<file path="src/rtl/ft600_bus_scheduler_if.sv">
// FT600/FT601 pad and ASIC-side stream signals for the bus scheduler.
// master: the scheduler; slave: pads plus RX/TX FIFOs.
interface ft600_bus_scheduler_if #(
    parameter int data_width_p = 32
);
    localparam int be_width_lp = data_width_p / 8;

    logic                    rxf_n_i;
    logic                    txe_n_i;
    logic                    oe_n_o;
    logic                    rd_n_o;
    logic                    wr_n_o;
    logic                    siwu_n_o;
    logic [data_width_p-1:0] data_i;
    logic [be_width_lp-1:0]  be_i;
    logic [data_width_p-1:0] data_o;
    logic [be_width_lp-1:0]  be_o;
    logic                    data_oe_o;
    logic                    rx_v_o;
    logic [data_width_p-1:0] rx_data_o;
    logic [be_width_lp-1:0]  rx_be_o;
    logic                    rx_ready_i;
    logic                    tx_v_i;
    logic [data_width_p-1:0] tx_data_i;
    logic                    tx_yumi_o;

    modport master (
        input  rxf_n_i, txe_n_i, data_i, be_i,
        input  rx_ready_i, tx_v_i, tx_data_i,
        output oe_n_o, rd_n_o, wr_n_o, siwu_n_o,
        output data_o, be_o, data_oe_o,
        output rx_v_o, rx_data_o, rx_be_o, tx_yumi_o
    );

    modport slave (
        output rxf_n_i, txe_n_i, data_i, be_i,
        output rx_ready_i, tx_v_i, tx_data_i,
        input  oe_n_o, rd_n_o, wr_n_o, siwu_n_o,
        input  data_o, be_o, data_oe_o,
        input  rx_v_o, rx_data_o, rx_be_o, tx_yumi_o
    );
endinterface

</file>
<file path="src/rtl/ft600_bus_scheduler.sv">
// FT600 245-mode synchronous FIFO bus scheduler.
// Shares the data pads between RX and TX with a turnaround gap.
module ft600_bus_scheduler #(
    parameter int data_width_p = 32,
    parameter int max_burst_p  = 64
) (
    input logic                   clk_i,
    input logic                   reset_n_i,
    ft600_bus_scheduler_if.master bus
);
    localparam int be_width_lp  = data_width_p / 8;
    localparam int cnt_width_lp = $clog2(max_burst_p + 1);

    localparam logic [cnt_width_lp-1:0] cnt_max_lp =
        cnt_width_lp'(max_burst_p);
    localparam logic [cnt_width_lp-1:0] cnt_last_lp =
        cnt_width_lp'(max_burst_p - 1);

    typedef enum logic [2:0] {
        IDLE,
        RD_OE,
        RD,
        WR,
        GAP
    } state_e;

    typedef enum logic {
        DIR_RD,
        DIR_WR
    } dir_e;

    state_e                  state_r;
    dir_e                    last_dir_r;
    logic [cnt_width_lp-1:0] cnt_r;
    logic                    rx_v_r;
    logic [data_width_p-1:0] rx_data_r;
    logic [be_width_lp-1:0]  rx_be_r;

    logic rd_req;
    logic wr_req;
    logic capture;
    logic yumi;
    logic burst_full;
    logic rd_stop;
    logic wr_stop;

    assign rd_req  = ~bus.rxf_n_i & bus.rx_ready_i;
    assign wr_req  = bus.tx_v_i & ~bus.txe_n_i;
    assign capture = (state_r == RD) & ~bus.rxf_n_i;
    assign yumi    = (state_r == WR) & wr_req;

    // The counter saturates, so a request arriving late in a long
    // burst still sees a full count and ends the burst.
    assign burst_full = (cnt_r >= cnt_last_lp);

    assign rd_stop = bus.rxf_n_i | ~bus.rx_ready_i
                   | (capture & burst_full & wr_req);
    assign wr_stop = ~bus.tx_v_i | bus.txe_n_i
                   | (yumi & burst_full & rd_req);

    // Sequencer: arbitration, burst counting and RX capture.
    always_ff @(posedge clk_i or negedge reset_n_i) begin
        if (!reset_n_i) begin
            state_r    <= IDLE;
            last_dir_r <= DIR_WR;
            cnt_r      <= '0;
            rx_v_r     <= 1'b0;
            rx_data_r  <= '0;
            rx_be_r    <= '0;
        end else begin
            rx_v_r <= capture;
            if (capture) begin
                rx_data_r <= bus.data_i;
                rx_be_r   <= bus.be_i;
            end
            if ((capture | yumi) & (cnt_r != cnt_max_lp)) begin
                cnt_r <= cnt_r + 1'b1;
            end
            unique case (state_r)
                IDLE: begin
                    cnt_r <= '0;
                    if (rd_req & (~wr_req | (last_dir_r == DIR_WR))) begin
                        state_r    <= RD_OE;
                        last_dir_r <= DIR_RD;
                    end else if (wr_req) begin
                        state_r    <= WR;
                        last_dir_r <= DIR_WR;
                    end
                end
                RD_OE: state_r <= RD;
                RD: begin
                    if (rd_stop) begin
                        state_r <= GAP;
                    end
                end
                WR: begin
                    if (wr_stop) begin
                        state_r <= GAP;
                    end
                end
                GAP: state_r <= IDLE;
                default: state_r <= IDLE;
            endcase
        end
    end

    assign bus.oe_n_o    = ~((state_r == RD_OE) | (state_r == RD));
    assign bus.rd_n_o    = ~(state_r == RD);
    assign bus.data_oe_o = (state_r == WR);
    assign bus.wr_n_o    = ~((state_r == WR) & bus.tx_v_i);
    assign bus.siwu_n_o  = 1'b1;
    assign bus.data_o    = bus.tx_data_i;
    assign bus.be_o      = {be_width_lp{1'b1}};
    assign bus.tx_yumi_o = yumi;
    assign bus.rx_v_o    = rx_v_r;
    assign bus.rx_data_o = rx_data_r;
    assign bus.rx_be_o   = rx_be_r;
endmodule

</file>
<file path="src/flat_wrapper.sv">
// flat-port wrapper written by rule: the top's interface ports become plain ports
module ft600_bus_scheduler_flat 
#(
    parameter int data_width_p = 32,
    parameter int max_burst_p  = 64
)
  (clk_i, reset_n_i, bus_rxf_n_i, bus_txe_n_i, bus_data_i, bus_be_i, bus_rx_ready_i, bus_tx_v_i, bus_tx_data_i, bus_oe_n_o, bus_rd_n_o, bus_wr_n_o, bus_siwu_n_o, bus_data_o, bus_be_o, bus_data_oe_o, bus_rx_v_o, bus_rx_data_o, bus_rx_be_o, bus_tx_yumi_o);
  ft600_bus_scheduler_if #(.data_width_p(data_width_p)) bus_i ();
  input logic clk_i;
  input logic reset_n_i;
  input wire logic [$bits(bus_i.rxf_n_i)-1:0] bus_rxf_n_i;
  input wire logic [$bits(bus_i.txe_n_i)-1:0] bus_txe_n_i;
  input wire logic [$bits(bus_i.data_i)-1:0] bus_data_i;
  input wire logic [$bits(bus_i.be_i)-1:0] bus_be_i;
  input wire logic [$bits(bus_i.rx_ready_i)-1:0] bus_rx_ready_i;
  input wire logic [$bits(bus_i.tx_v_i)-1:0] bus_tx_v_i;
  input wire logic [$bits(bus_i.tx_data_i)-1:0] bus_tx_data_i;
  output wire logic [$bits(bus_i.oe_n_o)-1:0] bus_oe_n_o;
  output wire logic [$bits(bus_i.rd_n_o)-1:0] bus_rd_n_o;
  output wire logic [$bits(bus_i.wr_n_o)-1:0] bus_wr_n_o;
  output wire logic [$bits(bus_i.siwu_n_o)-1:0] bus_siwu_n_o;
  output wire logic [$bits(bus_i.data_o)-1:0] bus_data_o;
  output wire logic [$bits(bus_i.be_o)-1:0] bus_be_o;
  output wire logic [$bits(bus_i.data_oe_o)-1:0] bus_data_oe_o;
  output wire logic [$bits(bus_i.rx_v_o)-1:0] bus_rx_v_o;
  output wire logic [$bits(bus_i.rx_data_o)-1:0] bus_rx_data_o;
  output wire logic [$bits(bus_i.rx_be_o)-1:0] bus_rx_be_o;
  output wire logic [$bits(bus_i.tx_yumi_o)-1:0] bus_tx_yumi_o;
  assign bus_i.rxf_n_i = bus_rxf_n_i;
  assign bus_i.txe_n_i = bus_txe_n_i;
  assign bus_i.data_i = bus_data_i;
  assign bus_i.be_i = bus_be_i;
  assign bus_i.rx_ready_i = bus_rx_ready_i;
  assign bus_i.tx_v_i = bus_tx_v_i;
  assign bus_i.tx_data_i = bus_tx_data_i;
  assign bus_oe_n_o = bus_i.oe_n_o;
  assign bus_rd_n_o = bus_i.rd_n_o;
  assign bus_wr_n_o = bus_i.wr_n_o;
  assign bus_siwu_n_o = bus_i.siwu_n_o;
  assign bus_data_o = bus_i.data_o;
  assign bus_be_o = bus_i.be_o;
  assign bus_data_oe_o = bus_i.data_oe_o;
  assign bus_rx_v_o = bus_i.rx_v_o;
  assign bus_rx_data_o = bus_i.rx_data_o;
  assign bus_rx_be_o = bus_i.rx_be_o;
  assign bus_tx_yumi_o = bus_i.tx_yumi_o;
  ft600_bus_scheduler #(.data_width_p(data_width_p), .max_burst_p(max_burst_p)) u_core (.clk_i(clk_i), .reset_n_i(reset_n_i), .bus(bus_i));
endmodule
</file>
<file path="config.mk">
export PLATFORM = sky130hd
export DESIGN_NAME = ft600_bus_scheduler_flat
export DESIGN_NICKNAME = d
export VERILOG_FILES = /design/src/rtl/ft600_bus_scheduler_if.sv /design/src/rtl/ft600_bus_scheduler.sv /design/src/flat_wrapper.sv
export SDC_FILE = /design/constraint.sdc
export NUM_CORES = 1
export LEC_CHECK = 0
export CAP_MARGIN = 10
export CORE_MARGIN = 10
export CORE_UTILIZATION = 39
export CTS_BUF_LIST = sky130_fd_sc_hd__clkbuf_16
export DETAILED_ROUTE_END_ITERATION = 10
export HOLD_SLACK_MARGIN = 0.12
export PLACE_DENSITY = 0.95
export SYNTH_ARGS = -nofsm -noshare
export SYNTH_HDL_FRONTEND = slang
export SYNTH_SLANG_ARGS = --single-unit
</file>
<file path="constraint.sdc">
create_clock -name clk_i -period 2.6 [get_ports clk_i]
set_input_delay 0.65 -clock clk_i [delete_from_list [all_inputs] [get_ports clk_i]]
set_output_delay 0.65 -clock clk_i [all_outputs]
set_load 0.05 [all_outputs]
</file>
==> implementation parameters, run 1 <==
Parameter                              Value

Logic synthesis
  Combined area of all synthesized cells ... approximately 2400 µm²
  Flip-flop and latch count after synthesis ... 48
  Most numerous cell types in the synthesized netlist ... 47 x sky130_fd_sc_hd__dfrtp_1, 37 x sky130_fd_sc_hd__buf_4, 36 x sky130_fd_sc_hd__mux2_2
  Number of warnings reported in the yosys synthesis log ... 0
  Most common cell in the synthesized netlist ... sky130_fd_sc_hd__dfrtp_1
  Share of synthesized registers carrying an async set or reset ... 100.0%
  Post-synthesis instance total ... roughly 200
  Ys flop type ... sky130_fd_sc_hd__dfrtp_1
  Area share of the leading cell type in the synthesized netlist ... 49.19%
  Largest cells by area after synthesis ... sky130_fd_sc_hd__dfrtp_1 49%, sky130_fd_sc_hd__mux2_2 17%, sky130_fd_sc_hd__buf_4 12%
  Share of synthesized area occupied by flip-flops and latches ... approximately half
  Post-synthesis area per instance ... 12.26 µm²
  Count of flip-flops with a built-in enable after synthesis ... 0
  Number of unique standard cell types used by synthesis ... slightly above 40
  Area leader, netlist ... sky130_fd_sc_hd__dfrtp_1

Clock network
  Post-cts resize count ... 0
  Total of hold buffers inserted after clock tree synthesis ... 0
  TritonCTS clock tree ... yes
  Number of CTS-inserted buffers ... 5
  Maximum count of clock buffers along a single path ... 2
  Post-CTS setup buffers ... 0
  Sink count of the clock tree ... 48
  Clock-pin slew of the registers on the worst-case setup and hold paths ... approximately 0.060 ns
  Source-to-sink clock delay at the later pin of the worst-skew pair ... between 0.2 and 0.3 ns
  Clock root buffer ... sky130_fd_sc_hd__clkbuf_16
  Clock H-tree levels ... 2

Setup path
  Worst setup path startpoint ... u_core.state_r[1]$_DFFE_PN0P_
  Kind of end point of the critical path ... output port
  Critical-path top delay cell ... sky130_fd_sc_hd__clkdlybuf4s50_1
  Largest fanout on the critical path ... 4
  Worst reg2reg startpoint ... u_core.state_r[2]$_DFFE_PN0P_
  Required time worst endpoint ... approximately 2.0 ns
  Crit path arrival time ... 1.72 ns
  FF-to-FF setup slack ... between 0.8 and 0.9 ns
  Worst stage delay on the critical path ... 0.80 ns
  Cells along the critical path ... xor2_1, nand2b_1, clkdlybuf4s50_1
  Kind of critical path ... flip-flop to output port
  Crit path launch type ... flip-flop

Min path
  Worst hold-check path type ... primary input to async pin

Die
  Cell row count ... 28
  Die Height ... 98.30 µm
  Total I/O pin count ... about 150
  Die footprint ... a little under 10,000 µm²
  Die width ... 98.30 µm
  Initial core utilization ... about two fifths
  Placeable Area ... roughly 5900 µm²

Placed design
  Buffers added on ports ... 83
  Total half-perimeter wirelength after legalization and detailed placement ... ~4.4 mm
  Cell area reported after detailed placement ... 3060 µm²
  Global placement routability congestion ... ~0.83

Timing
  Final hold viol count ... 0
  Setup Viol. Count Final ... 0
  Post-route fraction of the period consumed by the critical path ... 91.25%
  RSZ-0062 raised after global routing ... false
  Worst slew margin relative to its limit ... ~60%
  Max-slew violation count ... 0
  Transition time of the tightest slew-check pin ... about 0.6 ns
  Min cycle time layout ... between 2 and 2.5 ns
  Post-Route Setup TNS ... 0 ns
  Setup Skew ... approximately 0.0062 ns
  Fmax achieved ... 0.4215 GHz

Route
  Total number of vias ... roughly 1,600
  Drt first-iter violations ... 99
  Total length of routed wires ... approximately 5.5 mm
  Antenna violation net count after detailed routing ... 0
  Post-DR vias/cell ... around 5
  Initial DRT Pass Iterations ... 4
  DRC errors left ... 0
  Routed wirelength normalized by instance count ... about 17 µm

Global routing
  GRT Resource Usage Total ... between 10% and 20%
  Global-route wire length before repair ... about 9 mm
  Via count of the first global-routing pass ... about 1,800
  Initial antenna violation count ... 0
  Pin count of the biggest net entering global routing ... 49
  Remaining global-route overflow ... 0

Cells and area
  Area of combinational cells with multiple inputs ... just under 900 µm²
  Post-layout net count ... between 300 and 400
  Fraction of final layout cells sized beyond drive strength 1 ... between 20% and 30%
  Count of inserted antenna diode cells ... 0
  Area added between synthesis and finish ... 35.16%
  Fraction of the core area covered by cells at the end of the flow ... 54.59%
  Number of filler cells placed in the layout ... about 490
  Final design instance area without fill ... 3232 µm²
  Area taken by flip-flops and latches ... 1202 µm²

Job
  Max Cap Viol ... 0

Power
  Areal power density over the cells ... ~1400 nW/µm²
  Total power ... about 4.5 mW
  VDD IR-drop max ... 0.0009395 V
  Pleak ... between 1 and 1.5 nW

Run status
  Status ... finished clean
## cell families (layout without fill, tap and decap cells)
kind of cell               after synthesis  in the layout  share of synthesized area, %
other                                    1              5                        0.1568
DFF                                     48             48                         50.29
and+or+nand+nor                         37             37                         10.05
muxes                                   36             36                         16.95
adders and majority gates                2              2                         1.046
xor gates and xnor gates                 2              2                        0.7327
buffers and inverters                   44             98                         13.97
AOI/OAI and AO/OA                       25             25                         6.803
## path summary, 6_finish.rpt
path	end	cells past startpoint
setup / recovery	bus_oe_n_o	3
hold / removal	u_core.bus.rx_data_o[24]$_DFFE_PN0P_	2
setup reg to reg	u_core.bus.rx_data_o[31]$_DFFE_PN0P_	5
hold reg to reg	u_core.bus.rx_data_o[18]$_DFFE_PN0P_	1
max in group asynchronous	u_core.cnt_r[2]$_DFFE_PN0P_	2
min in group clk_i	u_core.bus.rx_data_o[18]$_DFFE_PN0P_	1
## critical path: cells and delay by family (launching register included)
kind | cells | cell delay (ns)
DFF | 1 | 0.42
buffers and inverters | 1 | 0.80
xor gates and xnor gates | 1 | 0.16
and+or+nand+nor | 1 | 0.07
## final cells by class
type,count,share of cell area [%]
Clock buffer,5,3.871
Clock inverter,3,1.432
Inverter,3,0.3484
Multi-Input combinational cell,107,26.91
Sequential cell,48,37.20
Tap cell,75,2.904
Timing Repair Buffer,87,27.33
## report_power, final
group | internal [mW] | switching, mW
registers | 1.08 | 0.172
logic | 0.941 | 1.60
clock network | 0.457 | 0.266
## layout by cell type (no fill, tap or decap), types with 3 or more instances in the layout
cell,instances
sky130_fd_sc_hd__buf_4,5
sky130_fd_sc_hd__dfrtp_1,47
sky130_fd_sc_hd__o21ai_0,9
sky130_fd_sc_hd__clkdlybuf4s50_1,78
sky130_fd_sc_hd__nand3_1,3
sky130_fd_sc_hd__mux2_2,36
sky130_fd_sc_hd__inv_1,3
sky130_fd_sc_hd__nor2_1,4
sky130_fd_sc_hd__buf_12,3
sky130_fd_sc_hd__nand2_1,7
sky130_fd_sc_hd__or3_1,3
sky130_fd_sc_hd__conb_1,5
sky130_fd_sc_hd__a21oi_1,7
sky130_fd_sc_hd__clkbuf_16,5
## stage by stage
stage / hold WS, ns / cells / worst slack (ns)
floorplan: 0.3544 / 199 / 0.5923
global placement: 0.4750 / 320 / 0.2860
detailed placement: 0.4957 / 320 / 0.2749
CTS: 0.4833 / 328 / 0.2060
global route: 0.5215 / 328 / 0.1664
finish: 0.4681 / 328 / 0.2276
## per-layer routing
| layer | global-route usage [%] | wire length, µm |
|---|---|---|
| met2 | 18.81 | 2819 |
| met4 | 2.536 | 35 |
| met3 | 4.510 | 499 |
| met5 | 0 | 0 |
| met1 | 12.16 | 2129 |
## flip-flops by register name (all words and copies together), names as in the netlist
name and count:
u_core.cnt_r 7, u_core.state_r 3, u_core.bus.rx_be_o 4, u_core.bus.rx_v_o 1, u_core.last_dir_r 1, u_core.bus.rx_data_o 32
Power figures use the tool's default switching activity.
==> inputs of run 2 (changes only) <==
--- a/config.mk
+++ b/config.mk
@@ -5,6 +5,7 @@
 export SDC_FILE = /design/constraint.sdc
 export NUM_CORES = 1
 export LEC_CHECK = 0
+export ABC_AREA = 0
 export CAP_MARGIN = 10
 export CORE_MARGIN = 10
 export CORE_UTILIZATION = 39
==> results of run 2 <==
Same layout as run 1: the final DEF is identical, and so are final timing and power.
